[config.mk]
export PLATFORM = sky130hd
export DESIGN_NAME = sd_request_arbiter
export DESIGN_NICKNAME = d
export VERILOG_FILES = /design/src/rtl/sd_request_arbiter.sv
export SDC_FILE = /design/constraint.sdc
export NUM_CORES = 1
export LEC_CHECK = 0
export CAP_MARGIN = 20
export CORE_MARGIN = 2
export CORE_UTILIZATION = 46
export DETAILED_ROUTE_END_ITERATION = 10
export PLACE_DENSITY = 0.81
export SLEW_MARGIN = 20
export SYNTH_ARGS = -nofsm -noshare
export SYNTH_HDL_FRONTEND = slang
export SYNTH_SLANG_ARGS = --single-unit
[constraint.sdc]
create_clock -name clk -period 5.77 [get_ports clk]
set_clock_uncertainty 0.2 [all_clocks]
set_input_delay 1.154 -clock clk [delete_from_list [all_inputs] [get_ports clk]]
set_output_delay 1.154 -clock clk [all_outputs]
set_load 0.1 [all_outputs]
[src/rtl/sd_request_arbiter.sv]
// sd_request_arbiter: shares one SD card controller between two sector
// requesters. Round-robin grant that is held for a whole sector transfer.
// Byte strobes and read data are routed to the owner. A stall watchdog and a
// sector byte-count check report failures.
module sd_request_arbiter #(
    parameter int unsigned BYTES_PER_SECTOR = 512,
    parameter int unsigned TIMEOUT_CYCLES   = 1000000
) (
    input  logic        clk,
    input  logic        rst_n,
    input  logic        req0,
    input  logic        req1,
    input  logic        op0,
    input  logic        op1,
    input  logic [25:0] sector0,
    input  logic [25:0] sector1,
    input  logic [7:0]  wdata0,
    input  logic [7:0]  wdata1,
    output logic        grant0,
    output logic        grant1,
    output logic        byte_stb0,
    output logic        byte_stb1,
    output logic [7:0]  rdata,
    output logic        done0,
    output logic        done1,
    output logic        err0,
    output logic        err1,
    output logic        sd_op_code,
    output logic        sd_execute,
    output logic [25:0] sd_sector_address,
    output logic [7:0]  sd_outgoing_byte,
    input  logic [7:0]  sd_incoming_byte,
    input  logic        sd_finished_byte,
    input  logic        sd_finished_sector,
    input  logic        sd_busy
);

    localparam int unsigned TW = $clog2(TIMEOUT_CYCLES + 1);
    localparam int unsigned CW = 10;
    localparam logic [CW-1:0] BPS = CW'(BYTES_PER_SECTOR);
    localparam logic [TW-1:0] TMO = TW'(TIMEOUT_CYCLES);

    typedef enum logic [2:0] {
        IDLE,
        WAIT_READY,
        XFER,
        COMPLETE,
        ABORT
    } state_t;

    state_t        state_q, state_d;
    logic          last_grant_q, last_grant_d;   // also identifies the current owner
    logic [TW-1:0] timer_q, timer_d;
    logic [CW-1:0] cnt_q, cnt_d;
    logic          ovf_q, ovf_d;
    logic          exec_q, exec_d;
    logic          stb0_q, stb0_d;
    logic          stb1_q, stb1_d;
    logic [7:0]    rdata_q, rdata_d;
    logic          op_q, op_d;
    logic [25:0]   addr_q, addr_d;

    logic [TW-1:0] timer_inc;
    logic          pick;
    logic          granted;
    logic          sector_ok;

    // State and datapath registers; reset aborts any transfer immediately.
    always_ff @(posedge clk or negedge rst_n) begin
        if (!rst_n) begin
            state_q      <= IDLE;
            last_grant_q <= 1'b1;
            timer_q      <= '0;
            cnt_q        <= '0;
            ovf_q        <= 1'b0;
            exec_q       <= 1'b0;
            stb0_q       <= 1'b0;
            stb1_q       <= 1'b0;
            rdata_q      <= '0;
            op_q         <= 1'b0;
            addr_q       <= '0;
        end else begin
            state_q      <= state_d;
            last_grant_q <= last_grant_d;
            timer_q      <= timer_d;
            cnt_q        <= cnt_d;
            ovf_q        <= ovf_d;
            exec_q       <= exec_d;
            stb0_q       <= stb0_d;
            stb1_q       <= stb1_d;
            rdata_q      <= rdata_d;
            op_q         <= op_d;
            addr_q       <= addr_d;
        end
    end

    // Next-state logic: arbitration, controller handshake, byte counting and watchdog.
    always_comb begin
        state_d      = state_q;
        last_grant_d = last_grant_q;
        timer_d      = timer_q;
        cnt_d        = cnt_q;
        ovf_d        = ovf_q;
        exec_d       = 1'b0;
        stb0_d       = 1'b0;
        stb1_d       = 1'b0;
        rdata_d      = rdata_q;
        op_d         = op_q;
        addr_d       = addr_q;
        timer_inc    = timer_q + TW'(1);
        pick         = (req0 && req1) ? ~last_grant_q : req1;

        case (state_q)
            IDLE: begin
                if (req0 || req1) begin
                    last_grant_d = pick;
                    op_d         = pick ? op1 : op0;
                    addr_d       = pick ? sector1 : sector0;
                    timer_d      = '0;
                    cnt_d        = '0;
                    ovf_d        = 1'b0;
                    state_d      = WAIT_READY;
                end
            end
            WAIT_READY: begin
                if (!sd_busy) begin
                    exec_d  = 1'b1;
                    timer_d = '0;
                    state_d = XFER;
                end else if (timer_inc == TMO) begin
                    state_d = ABORT;
                end else begin
                    timer_d = timer_inc;
                end
            end
            XFER: begin
                if (sd_finished_byte) begin
                    stb0_d  = ~last_grant_q;
                    stb1_d  = last_grant_q;
                    rdata_d = sd_incoming_byte;
                    timer_d = '0;
                    // Extra bytes leave the count at a full sector and mark the mismatch.
                    if (cnt_q == BPS) begin
                        ovf_d = 1'b1;
                    end else begin
                        cnt_d = cnt_q + CW'(1);
                    end
                end else begin
                    timer_d = timer_inc;
                end
                if (sd_finished_sector) begin
                    state_d = COMPLETE;
                end else if (!sd_finished_byte && timer_inc == TMO) begin
                    state_d = ABORT;
                end
            end
            COMPLETE: state_d = IDLE;
            ABORT:    state_d = IDLE;
            default:  state_d = IDLE;
        endcase
    end

    // Output decode from registered state.
    always_comb begin
        granted           = (state_q != IDLE);
        sector_ok         = (cnt_q == BPS) && !ovf_q;
        grant0            = granted && !last_grant_q;
        grant1            = granted && last_grant_q;
        done0             = (state_q == COMPLETE) && sector_ok && !last_grant_q;
        done1             = (state_q == COMPLETE) && sector_ok && last_grant_q;
        err0              = (((state_q == COMPLETE) && !sector_ok) || (state_q == ABORT)) && !last_grant_q;
        err1              = (((state_q == COMPLETE) && !sector_ok) || (state_q == ABORT)) && last_grant_q;
        byte_stb0         = stb0_q;
        byte_stb1         = stb1_q;
        rdata             = rdata_q;
        sd_op_code        = op_q;
        sd_execute        = exec_q;
        sd_sector_address = addr_q;
        sd_outgoing_byte  = grant0 ? wdata0 : (grant1 ? wdata1 : '0);
    end

endmodule

# Word level (Yosys, flattened, before mapping)
# Index checks and enable logic that the tools add are counted.
# classes
n_reduce_logical	27
eq_ne	13
mux	30
bitwise_logic	1
addsub	2
# ops
operator	count
$mux W20	4
$pmux W20 S3	1
$mux W10	3
$mux W26	1
$add A20 B1 Y20 const B	1
$eq A20 B20 Y1 const B	1
$pmux W10 S2	1
$mux W8	2
$mux W3	5
$logic_and A1 B1 Y1	11
$mux W1	11
$add A10 B1 Y10 const B	1
$eq A10 B10 Y1 const B	1
$ne A3 B3 Y1 const B	3
$pmux W3 S3	1
$ne A2 B2 Y1 const B	4
$reduce_and A4 Y1	2
$eq A3 B2 Y1 const B	2
$reduce_and A3 Y1	2
$reduce_bool A3 Y1	2
$logic_not A1 Y1	4
$reduce_and A2 Y1	2
$eq A3 B1 Y1 const B	1
$eq A3 B3 Y1 const B	1
5 further kinds	6
# word_totals
out_inout_bits	52
inputBits	85
reg_bits	73

# Logic depth before layout (Yosys ltp)
# depth
depth_word	6
ltp_mapped	9
ltp_nobuf	8

# Worst setup path before layout
# Ideal clock, no wire load.
# synth_timing
path_type	reg2out
startpoint	register cnt_q[2]
endpoint	output port done1
n_path_buf	0
setup_slack_ns	0.382
arrival_time_ns	4.034
path_stages_with_launch	4
required_ns	4.416
path_cell_list	dfrtp_1 nor4_1 nand3_1 nor4b_1
# synth_via
elab_chain_len	4
# synth_rtl
element	line_no	rtl
from (decl)	54	logic [CW-1:0] cnt_q, cnt_d;
from (signal assigned)	86	cnt_q <= cnt_d;
$eq A10 B10 Y1	166	sector_ok = (cnt_q == BPS) && !ovf_q;
$logic_and A1 B1 Y1	166	
$logic_and A1 B1 Y1 (2 in series)	170	done1 = (state_q == COMPLETE) && sector_ok && last_grant_q;
to (decl)	25	output logic done1,
# Every way passes these cells.

# Worst setup path in the final report
# layout_timing
startpoint	input port wdata0[4]
endpoint	output port sd_outgoing_byte[4]
# layout_via
elab_chain_len	1
# layout_rtl
element	line_no	rtl
from (decl)	17	input logic [7:0] wdata0,
$mux W8	179	sd_outgoing_byte = grant0 ? wdata0 : (grant1 ? wdata1 : '0);
to (decl)	31	output logic [7:0] sd_outgoing_byte,
# Every way passes these cells.

==> results.cfg <==
[pwr]
intPower_mw = 1.49
pwr-share-clk_pct = 14.6
combPwrFrac_pct = 62.5
vdd.ir_drop.worst_uv = 375
power.static_leakage_nw = 2.41
net-switching-power_mw = 1.96
p_sw_share_pct = 56.9
share_seq_of_total_power_pct = 22.9
cellPowerDensity_mw_per_mm2 = 599
total_power_mw = 3.45

[clock_tree]
clock_tree_from_tritoncts = yes
clock_tree_root_buffer_cell = clkbuf_8
hold_buffers = 0
cts.reportedPaths.clkPinSlew_ns = 0.07
cts-resized-gates = 0
cts-root-to-sink-buffers = 2
post-cts-setup-buffer-count = 0
cts.sinks = 73
ctsHtreeMaxLevel = 3
clock_buffer_count_from_cts = 9
insertion_delay_ns = 0.35

[routing]
avgViaCountPerCell = 5.62
initialDrtViolationCount = 306
via_count = 3823
drt_pass1_iterations = 5
routed_wirelength_um = 11200
post-route-drc-count = 0
avgRoutedWirePerCell_um = 16.5
residual_antenna_violating_net_count_after_detailed_routing = 0

[sta]
postLayoutSetupSlackWorst_ns = 1.47
post-route-min-period_ns = 4.30
rsz0062_at_grt = false
timing.final.crit_share_pct = 74.6
actual_transition_at_the_worst_max_transition_pin_ns = 1.02
hold_slack_ns = 0.284
setup_viol = 0
slew-limit-headroom_pct = 31.5
final_hold_viol_count = 0
fin_tns_setup_ns = 0
timing_max_transition_violations_final = 0
achievable_clock_frequency_ghz = 0.232

[place]
port_buffers = 136
detailedPlace.worstSlack_ns = 1.48
finalWeightedCongestion = 0.861
placed_area_mm2 = 0.00551
detailedPlacementHpwl_um = 8240
dp_cells = 664

[global_routing]
grt_pass1_wl_um = 18300
grt_max_degree = 74
grt-ovfl-total = 0
grt_util_all_layers_pct = 23.3
first_global_vias = 3819
antenna_violations_before_repair = 0

[yosys]
synth-edff-count = 0
synth_warnings = 0
postSynthAreaPerCell_um2 = 9.17
synth_seq_area_share_pct = 44.8
most_frequently_used_flop_master_after_synthesis = dfrtp_1
synth.ff_latch_count = 73
postSynth.asyncResetShare_pct = 100
synthDistinctLibCells = 58
netlist_instances = 445
synth.net_count = 534
mappedNetlistArea_mm2 = 0.00408

[final_layout]
layout_common_cells = clkdlybuf4s50_1 (135), dfrtp_1 (72), nand2_1 (61), o21ai_0 (55), mux2i_1 (38)
layout.cell_area.non_filler_mm2 = 0.00576
antenna_cells_inserted = 0
layout.cells.non_filler = 680
drive_gt1_share_pct = 6.99
finalCoreUtilization_pct = 66.4
layout.nets = 656
mostFrequentLayoutCell = clkdlybuf4s50_1
fill_cells = 718
areaGrowthSynthToFinish_pct = 41.2

[die]
io_pins = 137
standard_cell_row_count = 34
fp.dieW_um = 98.2
floorplan.initialDensity_pct = 47.0
fp.dieArea_mm2 = 0.00964
die-height_um = 98.2
fp.coreArea_mm2 = 0.00868

[worst_hold_path]
min-delay-path-class = reg2reg
hold_sp = sd_sector_address[14]

[critical_path]
worstSetupEndpointType = primary output
biggest_fanout_along_the_worst_timing_path = 1
cp_data_arrival_time_ns = 2.95
worst_setup_path_start_kind = primary input
critical_path.reg2reg.startpoint = timer_q[0]
worstPathRequired_ns = 4.42
criticalPathCategory = in2out
timing.critical_path.from = wdata0[4]

[job]
maxCapViolCount = 0

[status]
status = finished, final reports clean
## cell families (layout without fill, tap and decap cells)
logic type | Yosys count | after routing | synth area share (%)
and+or+nand+nor | 172 | 172 | 21.3
muxes | 47 | 47 | 11.9
DFF | 73 | 73 | 44.8
xor gates and xnor gates | 9 | 9 | 1.93
adders and majority gates | 4 | 4 | 1.23
buffers and inverters | 39 | 166 | 4.08
AOI/OAI and AO/OA | 101 | 101 | 14.8
## registers in the layout (all words and copies together), names as in the netlist, 3 cells and up
register	cells
cnt_q	10
rdata	8
sd_sector_address	26
state_q	3
timer_q	20
## power by group through the flow
stage	registers (mW)	logic (mW)	clock network, mW
after floorplan	1.64	0.766	0
after global placement	0.787	2.13	0
after detailed placement	0.797	2.16	0
after CTS	0.789	2.17	0.509
after global routing	0.811	2.26	0.530
final	0.789	2.16	0.505
## final timing paths
path	endpoint	slack, ns	cells after the start
worst max-delay path	sd_outgoing_byte[4]	1.47	4
worst min-delay path	sd_sector_address[14]	0.28	2
worst max register to register	timer_q[0]	2.68	6
worst min register to register	sd_sector_address[14]	0.28	2
max in group asynchronous	state_q[2]	4.02	1
min in group asynchronous	rdata[0]	0.73	1
## synth_stat cells (3+ instances only)
| library cell | instances | area [µm²] |
|---|---|---|
| a21oi_1 | 12 | 60.1 |
| a31oi_1 | 6 | 37.5 |
| and2_1 | 7 | 43.8 |
| and3_1 | 5 | 31.3 |
| buf_2 | 7 | 35.0 |
| clkbuf_1 | 19 | 71.3 |
| dfrtp_1 | 72 | 1800 |
| ha_1 | 4 | 50.1 |
| inv_1 | 9 | 33.8 |
| mux2_2 | 8 | 90.1 |
| mux2i_1 | 38 | 380 |
| nand2_1 | 61 | 229 |
| nand3_1 | 14 | 70.1 |
| nand4_1 | 6 | 37.5 |
| nor2_1 | 34 | 128 |
| nor2b_1 | 3 | 18.8 |
| nor3_1 | 6 | 30.0 |
| nor3b_1 | 3 | 22.5 |
| nor4_1 | 14 | 87.6 |
| o2111ai_1 | 3 | 26.3 |
| o21ai_0 | 55 | 275 |
| o31ai_1 | 4 | 30.0 |
| or3_1 | 3 | 18.8 |
| xnor2_1 | 7 | 61.3 |
## worst max-delay path, cell delays in order
cell,delay [ns]
clkdlybuf4s50_1,0.48
mux2i_1,0.07
nor2_1,0.10
clkdlybuf4s50_1,1.14
## final cells by class
| cell class | instances | area, µm² | share of cell area [%] |
|---|---|---|---|
| clock inverter | 6 | 114 | 1.98 |
| sequential | 73 | 1830 | 31.7 |
| tap | 108 | 135 | 2.35 |
| multi-input combinational | 333 | 2100 | 36.4 |
| inverter | 9 | 33.8 | 0.586 |
| timing repair buffer | 141 | 1420 | 24.6 |
| clock buffer | 10 | 138 | 2.39 |
## metal layers
| layer | track usage, % | vias to the layer above | part of all wire [%] |
|---|---|---|---|
| met5 | 0 | - | 0 |
| met4 | 6.95 | 0 | 1.1 |
| met2 | 39.6 | 164 | 49 |
| met3 | 7.87 | 12 | 8.9 |
| li1 | - | 1837 | - |
| met1 | 28.2 | 1810 | 41 |
(Power assumes the default switching activity.)
